==> config.mk <==
export PLATFORM = sky130hd
export DESIGN_NAME = div_seq
export DESIGN_NICKNAME = d
export VERILOG_FILES = /design/src/rtl/div_seq_pkg.sv /design/src/rtl/div_seq_clz.sv /design/src/rtl/div_seq.sv
export SDC_FILE = /design/constraint.sdc
export NUM_CORES = 1
export LEC_CHECK = 0
export BUFFER_PORTS_ARGS = -buffer_cell sky130_fd_sc_hd__buf_2
export CORE_AREA = 4 4 185 187
export DETAILED_ROUTE_END_ITERATION = 16
export DIE_AREA = 0 0 189 191
export GPL_TIMING_DRIVEN = 0
export PLACE_DENSITY_LB_ADDON = 0.2
export SLEW_MARGIN = 20
export SYNTH_ARGS = -nofsm -noshare
export SYNTH_HDL_FRONTEND = slang
export SYNTH_SLANG_ARGS = --single-unit
==> constraint.sdc <==
create_clock -name clk -period 13.2 [get_ports clk]
set_clock_uncertainty 0.2 [all_clocks]
set_input_delay 2.64 -clock clk [delete_from_list [all_inputs] [get_ports clk]]
set_output_delay 2.64 -clock clk [all_outputs]
set_load 0.01 [all_outputs]
==> src/rtl/div_seq_pkg.sv <==
// Shared definitions for the sequential divider: FSM state encodings and
// handshake constants used by div_seq.
package div_seq_pkg;

  typedef enum logic [1:0] {
    DivFree   = 2'b00,
    DivByZero = 2'b01,
    DivOn     = 2'b10,
    DivEnd    = 2'b11
  } div_state_e;

  localparam logic DivResultReady    = 1'b1;
  localparam logic DivResultNotReady = 1'b0;
  localparam logic DivStart          = 1'b1;
  localparam logic DivStop           = 1'b0;

endpackage

==> src/rtl/div_seq_clz.sv <==
// Combinational leading-zero count; an all-zero input yields WIDTH.
module div_seq_clz #(
  parameter int WIDTH = 32
) (
  input  logic [WIDTH-1:0]       value,
  output logic [$clog2(WIDTH):0] lz
);

  localparam int CW = $clog2(WIDTH) + 1;

  // Scan upward so the highest set bit determines the final count.
  always_comb begin
    lz = CW'(WIDTH);
    for (int i = 0; i < WIDTH; i++) begin
      lz = value[i] ? CW'(WIDTH - 1 - i) : lz;
    end
  end

endmodule

==> src/rtl/div_seq.sv <==
// Sequential radix-2 restoring divider with signed/unsigned modes, abort and
// divide-by-zero handling. Define DIV_SEQ_EARLY_TERM_EN to skip leading zeros.
module div_seq
  import div_seq_pkg::*;
#(
  parameter int WIDTH = 32
) (
  input  logic                 clk,
  input  logic                 rst,
  input  logic                 signed_div_i,
  input  logic [WIDTH-1:0]     opdata1_i,
  input  logic [WIDTH-1:0]     opdata2_i,
  input  logic                 start_i,
  input  logic                 annul_i,
  output logic [2*WIDTH-1:0]   result_o,
  output logic                 ready_o,
  output logic                 busy_o,
  output logic                 dbz_o
);

  localparam int CNT_W = $clog2(WIDTH) + 1;
  localparam logic [WIDTH-1:0]   ZERO_W   = {WIDTH{1'b0}};
  localparam logic [WIDTH-1:0]   ONE_W    = {{(WIDTH-1){1'b0}}, 1'b1};
  localparam logic [WIDTH-1:0]   ONES_W   = {WIDTH{1'b1}};
  localparam logic [2*WIDTH-1:0] RES_ZERO = {(2*WIDTH){1'b0}};
  localparam logic [CNT_W-1:0]   CNT_ZERO = {CNT_W{1'b0}};
  localparam logic [CNT_W-1:0]   CNT_ONE  = {{(CNT_W-1){1'b0}}, 1'b1};
  localparam logic [CNT_W-1:0]   CNT_LAST = CNT_W'(WIDTH - 1);

  function automatic logic [WIDTH-1:0] negate(input logic [WIDTH-1:0] v);
    return ~v + ONE_W;
  endfunction

  div_state_e       state_r;
  logic [WIDTH-1:0] quo_r;
  logic [WIDTH-1:0] rem_r;
  logic [WIDTH-1:0] dvs_r;
  logic             neg_quo_r;
  logic             neg_rem_r;
  logic             dbz_r;
  logic [CNT_W-1:0] cnt_r;

  logic             sign1_s;
  logic             sign2_s;
  logic [WIDTH-1:0] mag1_s;
  logic [WIDTH-1:0] mag2_s;
  logic [WIDTH-1:0] quo_load_s;
  logic [CNT_W-1:0] cnt_load_s;
  logic [WIDTH:0]   partial_s;
  logic [WIDTH:0]   trial_s;
  logic [WIDTH-1:0] quo_step_s;
  logic [WIDTH-1:0] rem_step_s;

  assign sign1_s = signed_div_i & opdata1_i[WIDTH-1];
  assign sign2_s = signed_div_i & opdata2_i[WIDTH-1];
  assign mag1_s  = sign1_s ? negate(opdata1_i) : opdata1_i;
  assign mag2_s  = sign2_s ? negate(opdata2_i) : opdata2_i;

`ifdef DIV_SEQ_EARLY_TERM_EN
  logic [CNT_W-1:0] lz_s;

  div_seq_clz #(.WIDTH(WIDTH)) u_clz (
    .value (mag1_s),
    .lz    (lz_s)
  );

  // Normalise the dividend so only its significant bits are iterated.
  assign quo_load_s = mag1_s << lz_s;
  assign cnt_load_s = (lz_s > CNT_LAST) ? CNT_ZERO : (CNT_LAST - lz_s);
`else
  assign quo_load_s = mag1_s;
  assign cnt_load_s = CNT_LAST;
`endif

  // A WIDTH+1 bit trial subtract: its top bit is the borrow.
  assign partial_s  = {rem_r, quo_r[WIDTH-1]};
  assign trial_s    = partial_s - {1'b0, dvs_r};
  assign rem_step_s = trial_s[WIDTH] ? partial_s[WIDTH-1:0] : trial_s[WIDTH-1:0];
  assign quo_step_s = {quo_r[WIDTH-2:0], ~trial_s[WIDTH]};

  // Control FSM, datapath registers and registered outputs.
  always_ff @(posedge clk or posedge rst) begin
    if (rst) begin
      state_r   <= DivFree;
      quo_r     <= ZERO_W;
      rem_r     <= ZERO_W;
      dvs_r     <= ZERO_W;
      neg_quo_r <= 1'b0;
      neg_rem_r <= 1'b0;
      dbz_r     <= 1'b0;
      cnt_r     <= CNT_ZERO;
      result_o  <= RES_ZERO;
      ready_o   <= DivResultNotReady;
      busy_o    <= 1'b0;
      dbz_o     <= 1'b0;
    end else begin
      case (state_r)
        DivFree: begin
          ready_o  <= DivResultNotReady;
          result_o <= RES_ZERO;
          dbz_o    <= 1'b0;
          if (start_i == DivStop || annul_i) begin
            busy_o <= 1'b0;
          end else begin
            busy_o    <= 1'b1;
            dvs_r     <= mag2_s;
            neg_quo_r <= sign1_s ^ sign2_s;
            neg_rem_r <= sign1_s;
            cnt_r     <= cnt_load_s;
            if (opdata2_i == ZERO_W) begin
              state_r <= DivByZero;
              quo_r   <= ONES_W;
              rem_r   <= opdata1_i;
              dbz_r   <= 1'b1;
            end else begin
              state_r <= DivOn;
              quo_r   <= quo_load_s;
              rem_r   <= ZERO_W;
              dbz_r   <= 1'b0;
            end
          end
        end
        DivByZero: begin
          busy_o  <= 1'b0;
          state_r <= annul_i ? DivFree : DivEnd;
        end
        DivOn: begin
          if (annul_i) begin
            state_r <= DivFree;
            busy_o  <= 1'b0;
          end else if (cnt_r == CNT_ZERO) begin
            // Last step: apply the sign fix-up on the way into END.
            state_r <= DivEnd;
            busy_o  <= 1'b0;
            quo_r   <= neg_quo_r ? negate(quo_step_s) : quo_step_s;
            rem_r   <= neg_rem_r ? negate(rem_step_s) : rem_step_s;
          end else begin
            cnt_r <= cnt_r - CNT_ONE;
            quo_r <= quo_step_s;
            rem_r <= rem_step_s;
          end
        end
        DivEnd: begin
          busy_o <= 1'b0;
          if (annul_i || start_i == DivStop) begin
            state_r  <= DivFree;
            ready_o  <= DivResultNotReady;
            result_o <= RES_ZERO;
            dbz_o    <= 1'b0;
          end else begin
            ready_o  <= DivResultReady;
            result_o <= {rem_r, quo_r};
            dbz_o    <= dbz_r;
          end
        end
        default: begin
          state_r  <= DivFree;
          ready_o  <= DivResultNotReady;
          result_o <= RES_ZERO;
          busy_o   <= 1'b0;
          dbz_o    <= 1'b0;
        end
      endcase
    end
  end

endmodule

==> out/results.tsv, run 1 <==
metric	value	unit
Port Buffers	135	
endpoint type of the worst setup path	register	
# resized after CTS	0	
Pleak	6.24	nW
largest family of logic cells by synthesized area	compound AO/OA/AOI/OAI gates	
Max FO, Critical Path	10	
sequential share of power	23.5	%
Final Hold Vio Count	0	
worst hold path type	reg2reg	
Setup TNS	0	ps
post-synthesis sequential area ratio	35.5	%
Die Height	191	µm
ranking of synthesized cells by area	dfrtp_1, xnor2_1, xor2_1	
nets@finish	1687	
TritonCTS Buffers	17	
fin. max-slew vios	0	
Switching Share	52.9	%
Max H-tree Level	4	
Placement Rows	66	
first-pass GRT wire length	65100	µm
Max-slew headroom	19.2	%
ys flop type	dfrtp_1	
drc violations	0	
layout filler cell count	3306	
number of global-route vias before repair	11300	
Final period util	52.8	%
EDFF count, synth	0	
reg2reg start	quo_r[31]	
internal power	1.91	mW
uppermost layer routed	met4	
outcome	finished, final reports clean	
post-route ant nets	0	
Synth cell types	90	
reg2reg end	rem_r[26]	
RSZ-0062 raised after global routing	no	
initial DRC count	791	
Die Wd	189	µm
reg-to-reg slack, setup	6230	ps
vias	11400	
WL final	42200	µm
fmax	0.144	GHz
CTS Root Cell	clkbuf_16	
required time of the critical path	13380	ps
Post-Syn Area	12200	µm²
Sw Pwr	2.15	mW
boundary pin count	136	
GRT overflow	0	
Cells after Synth	1421	
Syn Area/Cell	8.62	µm²
wl on met1	18900	µm
#FFs+latches synth	174	
placed cells	1999	
clock tree buffer depth	2	
Core Area	32500	µm²
Layout Cells excl Fill	2033	
total of max-cap violations	0	
Power, Total	4.06	mW
Met3 Wirelength	1950	µm
hold path endpoint	dvs_r[18]	
largest net degree at the start of global routing	101	
Post-Place Worst Slack	6410	ps
Final WS setup	6230	ps
DR WL met2	20100	µm
Area Growth Syn to Fin	15.2	%
syn nets	1532	
Post-synth ARST share	100	%
Routed WL per cell	20.8	µm
Hold Startpoint	dvs_r[18]	
PwrDens	288	nW/µm²
initial antenna violation count	1	
logic gate share of total power	63.6	%
Clk Latency, worst-skew pair	450	ps
drt via density	5.63	
FF-to-FF path depth	24	
Synth Area in XOR/XNOR	11.3	%
Clk pwr share	12.9	%
WP data arrival	7150	ps
adder and majority cell fraction of the synthesized area	4.35	%
compound-cell area share of the yosys netlist	26.3	%
ratio of cells with drive above 1 in the final layout	14.0	%
# Post-CTS Setup Buffers	0	
WS Path Type	reg2reg	
Synth area leader	dfrtp_1	
most frequent cells in the layout	dfrtp_1, buf_2, nand2_1	
CTS clk-pin slew, worst paths	90	ps
simple-gate share of the synthesized area	16.8	%
hold slack	280	ps
GPL Wtd Cong	0.975	
die area	36100	µm²
Period minus WS final	6970	ps
Hold-fix buffers, CTS	0	
Peak VDD IR	0.000125	V
mux cell area share after synthesis	1.47	%
CTS Sinks	174	
Final setup viols	0	
Worst Tran Pin Value	1200	ps
CTS tree	yes	
hpwl dp	33300	µm
Syn. warnings	0	
DR pass1 iterations	6	
Starting Density	37.7	%
CP Launch Type	register	
WHS Path Cells	2	
commonest non-fill, non-tap cell in the layout	dfrtp_1	
Tot GR Track Use	23.0	%
top cell type's share of synthesized area	35.5	%
-- cells by family (layout without fill, tap and decap cells) --
family,count (synthesis),after routing
AO/OA/AOI/OAI,467,467
AND/OR/NAND/NOR,430,430
flip-flops,174,174
XOR/XNOR,156,156
buffers and inverters,134,302
adder cells (fa/ha/maj),42,42
multiplexers,18,18
other,0,2
-- Yosys cell counts, types with 5 or more instances --
master	n
xnor2_1	78
o31ai_2	5
and2_1	12
o21a_1	5
xor2_1	76
o31ai_1	21
nand3b_1	5
a221oi_1	38
nor3_1	27
or4_1	8
or3_1	10
mux2i_1	18
and3_1	9
o21ai_0	110
o22ai_1	5
dfrtp_1	174
inv_1	54
ha_1	41
o41ai_1	11
a21oi_1	103
nor4_1	13
a22o_1	65
buf_2	15
o211ai_1	7
clkbuf_1	59
nand3_1	14
a211oi_1	6
nand2_1	146
buf_1	5
nor2_1	132
nand2b_1	8
a21o_1	31
a31oi_1	13
nand4_1	8
-- metrics by stage --
stage               area (µm²)  utilization (%)
finish                   14100             43.5
global route             14100             43.5
CTS                      14100             43.5
detailed placement       13500             41.6
global placement         13500             41.5
floorplan                12200                -
-- area by class of cell --
cell class                 instances  area [µm²]  area share, %
inverter                          55         214           1.52
clock inverter                    15         168           1.19
multi-input combinational       1113        7370           52.3
clock buffer                      17         425           3.01
buffer                            79         315           2.23
tap                              442         553           3.92
antenna                            2        5.00         0.0355
sequential                       174        4350           30.9
timing repair buffer             136         703           4.98
-- how the worst max path moves through the flow --
stage               from        end  slack (ps)  cells past startpoint
2_1_floorplan        rst     busy_o        5640                      1
3_3_place_gp         rst  dvs_r[28]        3500                      2
3_5_place_dp   quo_r[31]  rem_r[26]        6410                     24
4_1_cts        quo_r[31]  rem_r[26]        6320                     24
5_1_grt        quo_r[31]  rem_r[26]        5790                     24
6_report       quo_r[31]  rem_r[26]        6230                     24
-- critical path: stages, from the launching register on --
cell      delay [ps]
dfrtp_1          510
inv_1             80
ha_1             220
fa_1             400
nand2b_1         190
a211oi_2         370
o2111a_1         330
nor2_1           120
a211oi_2         350
o21a_2           270
nor2_4            90
inv_2            170
buf_2            320
buf_2            310
nor2_1            90
a21oi_1          180
ha_1             300
nand2_1           80
nor4b_1          540
or4b_1           570
nor4_1           350
a21boi_1         160
or3_1            380
a21oi_1          150
o22a_1           140
-- registers in the layout, indices dropped and copies added (netlist names) --
register / flops
state_r: 2
neg_quo_r: 1
cnt_r: 6
dbz_o: 1
dbz_r: 1
result_o: 64
dvs_r: 32
busy_o: 1
neg_rem_r: 1
quo_r: 32
ready_o: 1
rem_r: 32
-- layer usage --
| layer | track usage [%] | vias to the layer above |
|---|---|---|
| li1 | - | 5480 |
| met1 | 30.2 | 5518 |
| met2 | 39.6 | 384 |
| met3 | 2.74 | 63 |
| met4 | 7.43 | 0 |
| met5 | 0 | - |
-- power groups by stage --
stage                     Sequential [mW]  Combinational, mW  Clock (mW)
final                               0.956               2.58       0.523
after global routing                0.977               2.85       0.555
after CTS                           0.949               2.55       0.533
after detailed placement            0.959               2.54           0
after global placement              0.955               2.51           0
after floorplan                     0.863               1.90           0
Note: power is estimated with default switching activity, not from simulation.
==> inputs of run 2 (changes only) <==
==> constraint.sdc (replaced) <==
create_clock -name clk -period 7.2 [get_ports clk]
set_clock_uncertainty 0.2 [all_clocks]
set_input_delay 1.44 -clock clk [delete_from_list [all_inputs] [get_ports clk]]
set_output_delay 1.44 -clock clk [all_outputs]
set_load 0.01 [all_outputs]
==> run 2 against run 1 <==
Combinational power grew 83%; critical endpoint unchanged; first-iteration DRC count shrank 1.4%; via count grew 0.16%; sequential power is 83% higher; critical path depth unchanged; core utilization barely moved; routed wire length decreased by 0.23%; total power up 83%.
==> out/results.tsv, run 2 (synthesized netlist as in run 1, its figures left out) <==
metric	value	unit	change
Placement Rows	66		unchanged
CTS Sinks	174		unchanged
die area	36100	µm²	unchanged
CP Launch Type	register		unchanged
commonest non-fill, non-tap cell in the layout	dfrtp_1		unchanged
Period minus WS final	6790	ps	was 6970 ps
final design utilization	43.5	%	about the same
boundary pin count	136		unchanged
Buf/Inv on CP	4		unchanged
Die Height	191	µm	unchanged
Largest Register	result_o		unchanged
nets@finish	1687		unchanged
placed cells	1999		unchanged
Max-slew headroom	22.1	%	was 19.2%
Final period util	94.3	%	was 52.8%
required time of the critical path	7380	ps	was 13380 ps
# resized after CTS	0		unchanged
Final WS setup	409	ps	was 6230 ps
Port Buffers	135		unchanged
Clk Latency, worst-skew pair	450	ps	about the same
drt via density	5.64		was 5.63
hold slack	281	ps	was 280 ps
Final setup viols	0		unchanged
WP data arrival	6970	ps	was 7150 ps
most frequent cells in the layout	dfrtp_1, buf_2, nand2_1		unchanged
WS Path Type	reg2reg		unchanged
initial DRC count	780		was 791
Routed WL per cell	20.7	µm	was 20.8 µm
internal power	3.50	mW	was 1.91 mW
largest net degree at the start of global routing	101		unchanged
total of max-cap violations	0		unchanged
Switching Share	52.9	%	about the same
ratio of cells with drive above 1 in the final layout	14.0	%	about the same
# Post-CTS Setup Buffers	0		unchanged
fin. max-slew vios	0		unchanged
clock tree buffer depth	2		unchanged
Peak VDD IR	0.000229	V	was 0.000125 V
Post-Place Worst Slack	406	ps	was 6410 ps
post-route ant nets	0		unchanged
fmax	0.147	GHz	was 0.144 GHz
Post-DP Area	13500	µm²	unchanged
GPL Wtd Cong	0.975		unchanged
DR pass1 iterations	7		was 6
worst hold path type	reg2reg		unchanged
Setup TNS	0	ps	unchanged
drc violations	0		unchanged
number of global-route vias before repair	11300		unchanged
first-pass GRT wire length	65100	µm	unchanged
Power, Total	7.44	mW	was 4.06 mW
Sw Pwr	3.93	mW	was 2.15 mW
initial antenna violation count	1		unchanged
Max H-tree Level	4		unchanged
fin area	14100	µm²	about the same
flip-flop count of the largest register after layout	64		unchanged
Max FO, Critical Path	10		unchanged
Tot GR Track Use	23.0	%	unchanged
Crit path max-delay family	simple AND/OR/NAND/NOR gates		unchanged
crit-path cells	inv_1 -> ha_1 -> fa_1 -> nand2b_1 -> a211oi_2 -> o2111a_1 -> nor2_1 -> a211oi_2 -> o21a_2 -> nor2_4 -> inv_2 -> buf_2 -> buf_2 -> nor2_1 -> a21oi_1 -> ha_1 -> nand2_1 -> nor4b_2 -> or4b_1 -> nor4_1 -> a21boi_1 -> or3_1 -> a21oi_1 -> o22a_1		was inv_1 -> ha_1 -> fa_1 -> nand2b_1 -> a211oi_2 -> o2111a_1 -> nor2_1 -> a211oi_2 -> o21a_2 -> nor2_4 -> inv_2 -> buf_2 -> buf_2 -> nor2_1 -> a21oi_1 -> ha_1 -> nand2_1 -> nor4b_1 -> or4b_1 -> nor4_1 -> a21boi_1 -> or3_1 -> a21oi_1 -> o22a_1
Final Hold Vio Count	0		unchanged
Die Wd	189	µm	unchanged
GRT overflow	0		unchanged
PwrDens	527	nW/µm²	was 288 nW/µm²
sequential share of power	23.5	%	about the same
Clk pwr share	12.9	%	about the same
Core Area	32500	µm²	unchanged
TritonCTS Buffers	17		unchanged
Area Growth Syn to Fin	15.3	%	was 15.2%
endpoint type of the worst setup path	register		unchanged
outcome	finished, final reports clean		unchanged
Crit-path slowest cell	or4b_1		unchanged
CTS clk-pin slew, worst paths	90	ps	about the same
hpwl dp	33300	µm	unchanged
vias	11500		was 11.4k
Layout Cells excl Fill	2033		unchanged
CTS Root Cell	clkbuf_16		unchanged
Worst Tran Pin Value	1160	ps	was 1200 ps
largest stage delay on the critical path	560	ps	was 570 ps
WL final	42100	µm	was 42200 µm
Starting Density	37.7	%	unchanged
RSZ-0062 raised after global routing	no		unchanged
logic gate share of total power	63.5	%	was 63.6%
Hold-fix buffers, CTS	0		unchanged
CTS tree	yes		unchanged
Pleak	6.24	nW	about the same
## run 2: power by group through the flow
| stage | Clock (mW) | Combinational (mW) | Sequential, mW |
|---|---|---|---|
| floorplan | 0 | 3.49 | 1.58 |
| global placement | 0 | 4.61 | 1.75 |
| detailed placement | 0 | 4.65 | 1.76 |
| CTS | 0.978 | 4.67 | 1.74 |
| global route | 1.02 | 5.23 | 1.79 |
| finish | 0.962 | 4.73 | 1.75 |
## run 2: worst paths after layout
kind	cells after the start	slack (ps)	endpoint	from
hold reg to reg	2	280	dvs_r[18]	dvs_r[18]
max in group asynchronous	3	5080	dvs_r[21]	rst
hold / removal	2	280	dvs_r[18]	dvs_r[18]
setup reg to reg	24	410	rem_r[26]	quo_r[31]
setup / recovery	24	410	rem_r[26]	quo_r[31]
min in group asynchronous	2	820	result_o[29]	rst
## run 2: area by class of cell
| type | instances | area, µm² |
|---|---|---|
| Tap cell | 442 | 553 |
| Clock buffer | 17 | 425 |
| Fill cell | 3307 | 18300 |
| Timing Repair Buffer | 136 | 703 |
| Sequential cell | 174 | 4350 |
| Antenna cell | 2 | 5.00 |
| Clock inverter | 15 | 168 |
| Multi-Input combinational cell | 1113 | 7380 |
| Buffer | 79 | 315 |
| Inverter | 55 | 214 |
## run 2: worst register-to-register path, cell delays in order (launching register included)
cell	delay, ps
dfrtp_1	510
inv_1	80
ha_1	220
fa_1	400
nand2b_1	190
a211oi_2	370
o2111a_1	330
nor2_1	120
a211oi_2	350
o21a_2	280
nor2_4	90
inv_2	170
buf_2	320
buf_2	310
nor2_1	100
a21oi_1	190
ha_1	300
nand2_1	90
nor4b_2	360
or4b_1	560
nor4_1	350
a21boi_1	160
or3_1	380
a21oi_1	150
o22a_1	140
## run 2: per-layer routing
metal	vias to the layer above	routed length, µm	track usage (%)
met5	-	0	0
met4	0	1320	7.43
met3	68	2050	2.74
met2	402	20000	39.6
met1	5507	18800	30.2
li1	5486	-	-
